==> config.mk <==
export PLATFORM = sky130hd
export DESIGN_NAME = ubtb_assoc
export DESIGN_NICKNAME = d
export VERILOG_FILES = /design/src/rtl/ubtb_assoc.sv
export SDC_FILE = /design/constraint.sdc
export NUM_CORES = 2
export LEC_CHECK = 0
export ABC_AREA = 1
export BUFFER_PORTS_ARGS = -buffer_cell sky130_fd_sc_hd__buf_2
export CELL_PAD_IN_SITES_DETAIL_PLACEMENT = 1
export CELL_PAD_IN_SITES_GLOBAL_PLACEMENT = 2
export CORE_UTILIZATION = 33
export DETAILED_ROUTE_END_ITERATION = 7
export PLACE_DENSITY_LB_ADDON = 0.05
export SYNTH_ARGS = -nofsm -noshare
export SYNTH_HDL_FRONTEND = slang
export SYNTH_SLANG_ARGS = --single-unit
==> constraint.sdc <==
create_clock -name clk -period 7.8 [get_ports clk]
set_input_delay 1.56 -clock clk [delete_from_list [all_inputs] [get_ports clk]]
set_output_delay 1.56 -clock clk [all_outputs]
set_load 0.02 [all_outputs]
==> src/rtl/ubtb_assoc.sv <==
// ubtb_assoc: set-associative micro-BTB with PLRU replacement and a counter bypass queue
//   clk, rst (async, active-high)
//   lk_valid/lk_pc: lookup request; stall holds pr_*; flush invalidates all entries
//   pr_valid/pr_hit/pr_taken/pr_slot/pr_target/pr_meta_ctr: registered prediction
//   up_valid/up_pc/up_slot_en/up_offset/up_target/up_taken/up_alloc/up_meta_ctr: training update
module ubtb_assoc #(
  parameter int SETS = 4,
  parameter int WAYS = 4,
  parameter int SLOTS = 2,
  parameter int TAG_W = 8,
  parameter int CTR_W = 2,
  parameter int PC_W = 32,
  parameter int BLOCK_BYTES = 32,
  parameter int INST_OFF = 1,
  parameter int BYP_DEPTH = 4,
  localparam int BO = $clog2(BLOCK_BYTES),
  localparam int OW = BO - INST_OFF,
  localparam int IW = SETS > 1 ? $clog2(SETS) : 1,
  localparam int SW = SLOTS > 1 ? $clog2(SLOTS) : 1
) (
  input  logic                     clk,
  input  logic                     rst,
  input  logic                     lk_valid,
  input  logic [PC_W-1:0]          lk_pc,
  input  logic                     stall,
  input  logic                     flush,
  output logic                     pr_valid,
  output logic                     pr_hit,
  output logic                     pr_taken,
  output logic [SW-1:0]            pr_slot,
  output logic [PC_W-1:0]          pr_target,
  output logic [SLOTS*CTR_W-1:0]   pr_meta_ctr,
  input  logic                     up_valid,
  input  logic [PC_W-1:0]          up_pc,
  input  logic [SLOTS-1:0]         up_slot_en,
  input  logic [SLOTS*OW-1:0]      up_offset,
  input  logic [SLOTS*PC_W-1:0]    up_target,
  input  logic [SLOTS-1:0]         up_taken,
  input  logic [SLOTS-1:0]         up_alloc,
  input  logic [SLOTS*CTR_W-1:0]   up_meta_ctr
);
  localparam int TB = BO + (SETS > 1 ? $clog2(SETS) : 0);
  localparam int WW = $clog2(WAYS);
  localparam int PW = BYP_DEPTH > 1 ? $clog2(BYP_DEPTH) : 1;
  localparam int CW = SLOTS * CTR_W;

  logic [WAYS-1:0]      vld  [SETS];
  logic [TAG_W-1:0]     tag  [SETS][WAYS];
  logic [SLOTS-1:0]     sen  [SETS][WAYS];
  logic [SLOTS*OW-1:0]  off  [SETS][WAYS];
  logic [PC_W-1:0]      tgt  [SETS][WAYS][SLOTS];
  logic [CW-1:0]        ctr  [SETS][WAYS];
  logic [WAYS-2:0]      plru [SETS];
  logic [BYP_DEPTH-1:0] bv;
  logic [IW-1:0]        bset [BYP_DEPTH];
  logic [WW-1:0]        bway [BYP_DEPTH];
  logic [CW-1:0]        bctr [BYP_DEPTH];
  logic [PW-1:0]        wptr;

  logic [IW-1:0]    lk_set, up_set;
  logic [TAG_W-1:0] lk_tag, up_tag;
  logic             lk_hit, lk_tk, up_hit, up_inv;
  logic [WW-1:0]    lk_way, up_hway, up_iway, up_way;
  logic [SW-1:0]    lk_sl;
  logic [CW-1:0]    lk_ctr, up_src, up_ctr;
  logic [PC_W-1:0]  lk_tgt;
  logic             unused_bits;

  // tree PLRU: heap node n lives at bit n-1; a bit points toward the less recently used half
  function automatic logic [WAYS-2:0] plru_touch(input logic [WAYS-2:0] b, input logic [WW-1:0] w);
    int n;
    n = 1;
    for (int l = WW - 1; l >= 0; l--) begin
      b[n-1] = ~w[l];
      n = 2 * n + int'(w[l]);
    end
    return b;
  endfunction

  function automatic logic [WW-1:0] plru_victim(input logic [WAYS-2:0] b);
    int n;
    n = 1;
    for (int l = 0; l < WW; l++) n = 2 * n + int'(b[n-1]);
    return WW'(n - WAYS);
  endfunction

  assign lk_set = SETS > 1 ? lk_pc[BO+:IW] : '0;
  assign up_set = SETS > 1 ? up_pc[BO+:IW] : '0;
  assign lk_tag = lk_pc[TB+:TAG_W];
  assign up_tag = up_pc[TB+:TAG_W];

  always_comb begin
    lk_hit = 1'b0;
    lk_way = '0;
    for (int w = 0; w < WAYS; w++)
      if (vld[lk_set][w] && tag[lk_set][w] == lk_tag) begin
        lk_hit = 1'b1;
        lk_way = WW'(w);
      end
    lk_ctr = lk_hit ? ctr[lk_set][lk_way] : '0;
    lk_tk = 1'b0;
    lk_sl = '0;
    for (int s = SLOTS - 1; s >= 0; s--)
      if (lk_hit && sen[lk_set][lk_way][s] && lk_ctr[s*CTR_W+CTR_W-1]) begin
        lk_tk = 1'b1;
        lk_sl = SW'(s);
      end
    lk_tgt = lk_tk ? tgt[lk_set][lk_way][lk_sl] : {lk_pc[PC_W-1:BO], {BO{1'b0}}} + PC_W'(BLOCK_BYTES);
  end

  always_comb begin
    up_hit = 1'b0;
    up_hway = '0;
    up_inv = 1'b0;
    up_iway = '0;
    for (int w = WAYS - 1; w >= 0; w--) begin
      if (vld[up_set][w] && tag[up_set][w] == up_tag) begin
        up_hit = 1'b1;
        up_hway = WW'(w);
      end
      if (!vld[up_set][w]) begin
        up_inv = 1'b1;
        up_iway = WW'(w);
      end
    end
    up_way = up_hit ? up_hway : up_inv ? up_iway : plru_victim(plru[up_set]);
  end

  // scan oldest to youngest so the youngest matching bypass entry wins
  always_comb begin
    logic [PW-1:0] bi;
    logic [CTR_W-1:0] c;
    up_src = up_meta_ctr;
    for (int k = BYP_DEPTH; k >= 1; k--) begin
      bi = PW'((int'(wptr) + BYP_DEPTH - k) % BYP_DEPTH);
      if (bv[bi] && bset[bi] == up_set && bway[bi] == up_way) up_src = bctr[bi];
    end
    up_ctr = '0;
    for (int s = 0; s < SLOTS; s++) begin
      c = up_src[s*CTR_W+:CTR_W];
      up_ctr[s*CTR_W+:CTR_W] = !up_slot_en[s] ? c :
                               up_alloc[s] ? CTR_W'(1) << (CTR_W - 1) :
                               up_taken[s] ? (&c ? c : c + 1'b1) :
                               (~|c ? c : c - 1'b1);
    end
  end

  always_comb begin
    unused_bits = ^{lk_pc, up_pc};
    for (int s = 0; s < SETS; s++)
      for (int w = 0; w < WAYS; w++) unused_bits = unused_bits ^ (^off[s][w]);
  end

  always_ff @(posedge clk or posedge rst)
    if (rst) begin
      pr_valid <= 1'b0;
      pr_hit <= 1'b0;
      pr_taken <= 1'b0;
      pr_slot <= '0;
      pr_target <= '0;
      pr_meta_ctr <= '0;
      bv <= '0;
      wptr <= '0;
      for (int s = 0; s < SETS; s++) begin
        vld[s] <= '0;
        plru[s] <= '0;
        for (int w = 0; w < WAYS; w++) ctr[s][w] <= '0;
      end
    end else begin
      if (!stall) begin
        pr_valid <= lk_valid;
        pr_hit <= lk_valid && lk_hit;
        pr_taken <= lk_valid && lk_tk;
        pr_slot <= lk_sl;
        pr_target <= lk_tgt;
        pr_meta_ctr <= lk_ctr;
      end
      if (flush) begin
        bv <= '0;
        for (int s = 0; s < SETS; s++) vld[s] <= '0;
      end else begin
        // the update's touch is issued last so it wins on a shared set
        if (lk_valid && !stall && lk_hit) plru[lk_set] <= plru_touch(plru[lk_set], lk_way);
        if (up_valid) begin
          plru[up_set] <= plru_touch(plru[up_set], up_way);
          vld[up_set][up_way] <= 1'b1;
          ctr[up_set][up_way] <= up_ctr;
          bv[wptr] <= 1'b1;
          wptr <= wptr == PW'(BYP_DEPTH - 1) ? '0 : wptr + 1'b1;
        end
      end
    end

  always_ff @(posedge clk)
    if (up_valid && !flush) begin
      tag[up_set][up_way] <= up_tag;
      sen[up_set][up_way] <= up_slot_en;
      off[up_set][up_way] <= up_offset;
      for (int s = 0; s < SLOTS; s++) tgt[up_set][up_way][s] <= up_target[s*PC_W+:PC_W];
      bset[wptr] <= up_set;
      bway[wptr] <= up_way;
      bctr[wptr] <= up_ctr;
    end
endmodule
# Word-level counts from Yosys, hierarchy flattened
# Memories as Yosys holds them, arrays and structs flattened.
# Index checks and enable logic that the tools add are counted.
classes:
  add_sub_neg: 19
  order_cmp: 21
  n_eq_ne: 17
  mux: 383
  bitwise: 268
  n_reduce_logical: 40
ops:
  columns: ["cell", "n"]
  rows:
  - ["$mux W256", 2]
  - ["$mux W1", 284]
  - ["$demux W64 S2", 2]
  - ["$or A1 B1 Y1", 256]
  - ["$mux W32", 6]
  - ["$mux W64", 3]
  - ["$bmux W64 S2", 1]
  - ["$mux W16", 5]
  - ["$bwmux W64", 1]
  - ["$eq A8 B8 Y1", 8]
  - ["$mux W4", 15]
  - ["$mux W2", 26]
  - ["$mux W12", 3]
  - ["$add A32 B6 Y32 const B", 1]
  - ["$bmux W16 S2", 1]
  - ["$demux W16 S2", 1]
  - ["$logic_and A1 B1 Y1", 32]
  - ["$bmux W4 S2", 3]
  - ["$bwmux W12", 2]
  - ["$lt A2 B3 Y1 const B", 6]
  - ["$mux W3", 6]
  - ["$demux W4 S2", 2]
  - ["$demux W8 S2", 1]
  - ["$eq A2 B2 Y1", 8]
  - ["other kinds (30)", 73]
word_totals:
  register_bits: 138
  ramBits: 1216
  inputBits: 152
  out_inout_bits: 40
  n_memories: 6
memory_table:
  columns: ["name", "depth", "width", "rd", "rd_ports_with_merged_regs", "write_ports", "line", "text"]
  rows:
  - ["tgt", 4, 256, 1, 0, 1, "51", "logic [PC_W-1:0] tgt [SETS][WAYS][SLOTS];"]
  - ["tag", 4, 32, 2, 0, 1, "48", "logic [TAG_W-1:0] tag [SETS][WAYS];"]
  - ["sen", 4, 8, 1, 0, 1, "49", "logic [SLOTS-1:0] sen [SETS][WAYS];"]
  - ["bctr", 4, 4, 4, 0, 1, "57", "logic [CW-1:0] bctr [BYP_DEPTH];"]
  - ["bset", 4, 2, 4, 0, 1, "55", "logic [IW-1:0] bset [BYP_DEPTH];"]
  - ["bway", 4, 2, 4, 0, 1, "56", "logic [WW-1:0] bway [BYP_DEPTH];"]

# Logic depth before layout (Yosys ltp)
depth:
  ltp_word: 25
  mapped_depth: 31
  depth_no_buf: 28

# Worst setup path after synthesis
# No wires, ideal clock.
synth_path:
  path_kind: "input port to flip-flop"
  start: "input up_pc[6]"
  end: "register ctr[0] (netlist name)"
  setup_time_ns: 0.127
  arrival_ns: 7.069
  path_slack_ns: 0.605
  cell_stages: 21
  cell_sequence: "buf_4 nand2_2 buf_2 nor2_1 a21oi_1 nand2_1 nand2_1 nand2_1 nor2_1 nand3_1 nand3_2 nand2_2 buf_6 nor2_1 inv_1 nor2_1 inv_1 nor2_1 inv_1 nand2_1 nand2_1"
synth_via:
  elab_chain_len: 25
  word_cells_on_any_way: 82
synth_rtl:
  columns: ["item", "line", "text"]
  rows:
  - ["start, declared", "34", "input logic [PC_W-1:0] up_pc,"]
  - ["$not A2 Y3 (not written as such)", null, null]
  - ["$bmux W3 S2", "126", "up_way = up_hit ? up_hway : up_inv ? up_iway : plru_victim(plru[up_set]);"]
  - ["$mux W3 (not written as such) (2 in series)", "126", null]
  - ["$add A2 B1 Y3", "83", "for (int l = 0; l < WW; l++) n = 2 * n + int'(b[n-1]);"]
  - ["$sub A3 B1 Y4", "83", null]
  - ["$bmux W1 S2", "83", null]
  - ["$mux W1 (not written as such) (2 in series)", "83", null]
  - ["$add A2 B1 Y2", "83", null]
  - ["(+4 left out)", null, null]
  - ["$logic_and A1 B1 Y1", "136", "if (bv[bi] && bset[bi] == up_set && bway[bi] == up_way) up_src = bctr[bi];"]
  - ["$mux W4 (4 in series)", "136", null]
  - ["$sub A2 B1 Y2, or another cell as far along", "144", "(~|c ? c : c - 1'b1);"]
  - ["$mux W2 (on tied branches)", "144, 143", null]
  - ["$mux W2", "143", "up_taken[s] ? (&c ? c : c + 1'b1) :"]
  - ["$mux W2", "142", "up_alloc[s] ? CTR_W'(1) << (CTR_W - 1) :"]
  - ["$mux W2", "141", "up_ctr[s*CTR_W+:CTR_W] = !up_slot_en[s] ? c :"]
  - ["$bwmux W64 (*)", "187", "ctr[up_set][up_way] <= up_ctr;"]
  - ["end signal, assigned by index", "187", null]
  - ["end, declared", "52", "logic [CW-1:0] ctr [SETS][WAYS];"]
# Every way passes the cells marked *; elsewhere a longest branch is shown, timed or not. The select of a mux whose other input is x is not followed.
# A chain may end at the register's enable or synchronous reset.

# Worst setup path in the final report
layout_path:
  start: "input lk_pc[6]"
  end: "register pr_target[31]"
layout_via:
  elab_chain_len: 21
  word_cells_on_any_way: 49
layout_rtl:
  columns: ["item", "line", "text"]
  rows:
  - ["start, declared", "24", "input logic [PC_W-1:0] lk_pc,"]
  - ["branches (longest 20 deep; another with $mem_v2 Z4 W32)", null, null]
  - ["$mux W32 (*)", "108", "lk_tgt = lk_tk ? tgt[lk_set][lk_way][lk_sl] : {lk_pc[PC_W-1:BO], {BO{1'b0}}} + PC_W'(BLOCK_BYTES);"]
  - ["end signal, assigned", "175", "pr_target <= lk_tgt;"]
  - ["end, declared", "31", "output logic [PC_W-1:0] pr_target,"]
# Every way passes the cells marked *. The select of a mux whose other input is x is not followed.

==> run summary <==
H-Tree Depth: 4
count leader, synth: nand2_1
antenna violations before repair: 25
Total GRT Usage: 24.5%
Yosys top cell area share: 61.7%
Hold-fix buffers, CTS: 0
Post-synth EDFFs: 1216
mux contribution to synthesized area: 0.0846%
I/O Buffers: 156
DRC Markers: 0
critical path launch point type: input port
Clock Latency Late Sink: 0.82 ns
Min Hold Slack: 0.475 ns
die width: 425 µm
met3 GRT Util: 2.72%
busiest layer in global routing: met2
final cycle utilization of the critical path: 72.3%
DRT iter0 DRCs: 2848
met2 usage: 42.0%
setup ws final: 2.16 ns
leading area contributor after synthesis: edfxtp_1
Initial Util: 33.2%
Fmax achieved: 177 MHz
Total Power: 17.3 mW
crit-path max FO: 50
Die Ht: 425 µm
Design Area, Final: 67800 µm²
core area: 178000 µm²
Ports: 192
Yosys cell types: 55
fin nets: 5629
CTS root buffer: clkbuf_16
simple-gate share of the synthesized area: 13.9%
min cycle time layout: 5.64 ns
post-synthesis xor/xnor area fraction: 0.590%
First-pass DRT Iterations: 5
GR Util met1: 32.6%
top cells by area, synth: edfxtp_1 (62%), nand2_1 (7.8%), o21ai_0 (6.1%)
dpl hpwl: 128000 µm
# setup viols final: 0
P_leak: 23.9 nW
max-slew violation count: 0
Clock Skew: 0.0422 ns
post-cts resize count: 0
synthesis-to-layout area growth: 14.6%
remaining antenna violation count: 0
cell count of the worst hold path: 2
Synth Area in Adders: 0.169%
Setup TNS Final: 0 ns
Max-Cap Viols: 0
total gr overflow: 0
Final Hold Vio Count: 0
outcome: complete, no violations
largest family of logic cells by synthesized area: simple AND/OR/NAND/NOR gates
Placed Area: 62700 µm²
top post-synthesis cells by count: nand2_1 (1227), edfxtp_1 (1216), o21ai_0 (726)
Worst-path clk slew: 0.05 ns
Slew @ Worst Pin: 1.19 ns
Worst slew margin: 20.5%
cells on worst reg2reg path: 18
pre-CTS setup slack: 1.19 ns
crit path kind: input port to register
syn_nets: 5546
total CTS buffers: 161
Avg Inst Size Synth: 11.0 µm²
die area: 181000 µm²
clock sink count: 1354
Required @ worst endpoint: 8.49 ns
vias in the first global route: 43300
VDD IR-drop max: 0.234 mV
CTS tree: done
Hold Path Class: register to register
Post-Synthesis Cells: 5386
FP Rows: 155
Total Routed Length: 222000 µm
Clock Path Buffers: 3
GPL Wtd Cong: 0.766
pwr/cell area: 255 nW/µm²
CP arrival: 6.33 ns
largest net degree at the start of global routing: 185
unrepaired setup endpoints after global routing: no
Post-synth ARST share: 10.2%
Mapped Area: 59200 µm²
Ys Warns: 0
wire length of the first global-routing pass: 319000 µm
sequential cell area fraction in the yosys report: 67.6%
Worst Setup End Kind: register
postcts setup bufs: 0
drt via density: 5.35
area fraction in compound gates after synthesis: 13.6%
prevailing post-synth register cell: edfxtp_1
layout cell share with drive strength beyond 1: 10.0%
Yosys reg bits: 1354
Via Count: 42600
per-cell routed wire length: 27.9 µm
[state kept, by name (all words and copies together) (netlist names), 2 cells and up]
| register | flops |
|---|---|
| bctr | 16 |
| bset | 8 |
| bv | 4 |
| bway | 8 |
| ctr | 64 |
| plru | 12 |
| pr_meta_ctr | 4 |
| pr_target | 32 |
| sen | 32 |
| tag | 128 |
| tgt | 1024 |
| vld | 16 |
| wptr | 2 |
[critical path, cell delays in order]
cell	delay (ns)
buf_8	0.36
buf_4	0.67
ha_1	0.29
inv_1	0.11
nor3_1	0.29
nand2_1	0.09
nor2_1	0.17
nand3_1	0.14
nor3_1	0.49
nand3_1	0.24
nor2_1	0.26
nand2_1	0.14
nor2_1	0.28
nand2_1	0.16
nor2_2	0.19
nand4_1	0.29
xnor2_1	0.22
nand3_1	0.09
nand4_1	0.08
o21ai_1	0.11
inv_1	0.05
[final timing paths]
| kind | from | to | slack [ns] |
|---|---|---|---|
| setup reg to reg | tag[0][11] | pr_target[7] | 3.44 |
| hold reg to reg | ctr[52] | ctr[52] | 0.47 |
| hold / removal | ctr[52] | ctr[52] | 0.47 |
| setup / recovery | lk_pc[6] | pr_target[31] | 2.16 |
| min in group asynchronous | rst | ctr[48] | 0.90 |
| max in group asynchronous | rst | pr_target[28] | 5.65 |
[layout by cell type (no fill, tap or decap), types with 99 or more instances in the layout]
| cell type | netlist | final |
|---|---|---|
| nand2_1 | 1227 | 1226 |
| inv_1 | 208 | 207 |
| buf_2 | 73 | 154 |
| nor2_1 | 544 | 523 |
| edfxtp_1 | 1216 | 1216 |
| o21ai_0 | 726 | 726 |
| nand3_1 | 207 | 207 |
| dfrtp_1 | 138 | 138 |
| clkbuf_16 | 0 | 163 |
| a21oi_1 | 178 | 178 |
| o221ai_1 | 99 | 99 |
| o22ai_1 | 107 | 107 |
[per-layer routing]
layer / up-vias / part of all wire (%)
li1: 19400 / -
met1: 22100 / 45
met2: 789 / 49
met3: 283 / 3.2
met4: 6 / 2.7
met5: - / 0.016
[final cells by class]
cell class                 count  area [µm²]
fill                       19300      110000
sequential                  1354       40000
multi-input combinational   3469       17000
clock buffer                 231        4390
tap                         2355        2950
timing repair buffer         263        1990
inverter                     220         850
clock inverter                69         709
antenna                        5        12.5
[logic make-up (layout without fill, tap and decap cells)]
logic type      count (synthesis)  in the layout
compound gates               1362           1362
xor+xnor                       39             39
fa+ha+maj                       8              8
buf+inv                       563            783
flops                        1354           1354
mux                             5              5
other cells                     0              5
simple gates                 2055           2055
[stage by stage]
step	instances	util (%)
after CTS	7961	38.0
final	7966	38.1
after detailed placement	7661	35.2
after floorplan	5386	-
after global placement	7661	35.2
after global routing	7963	38.1
[power by group]
part,switching [mW],internal [mW]
sequential,0.0794,8.10
combinational,1.31,0.465
clock,3.12,4.24
(Power assumes the default switching activity.)
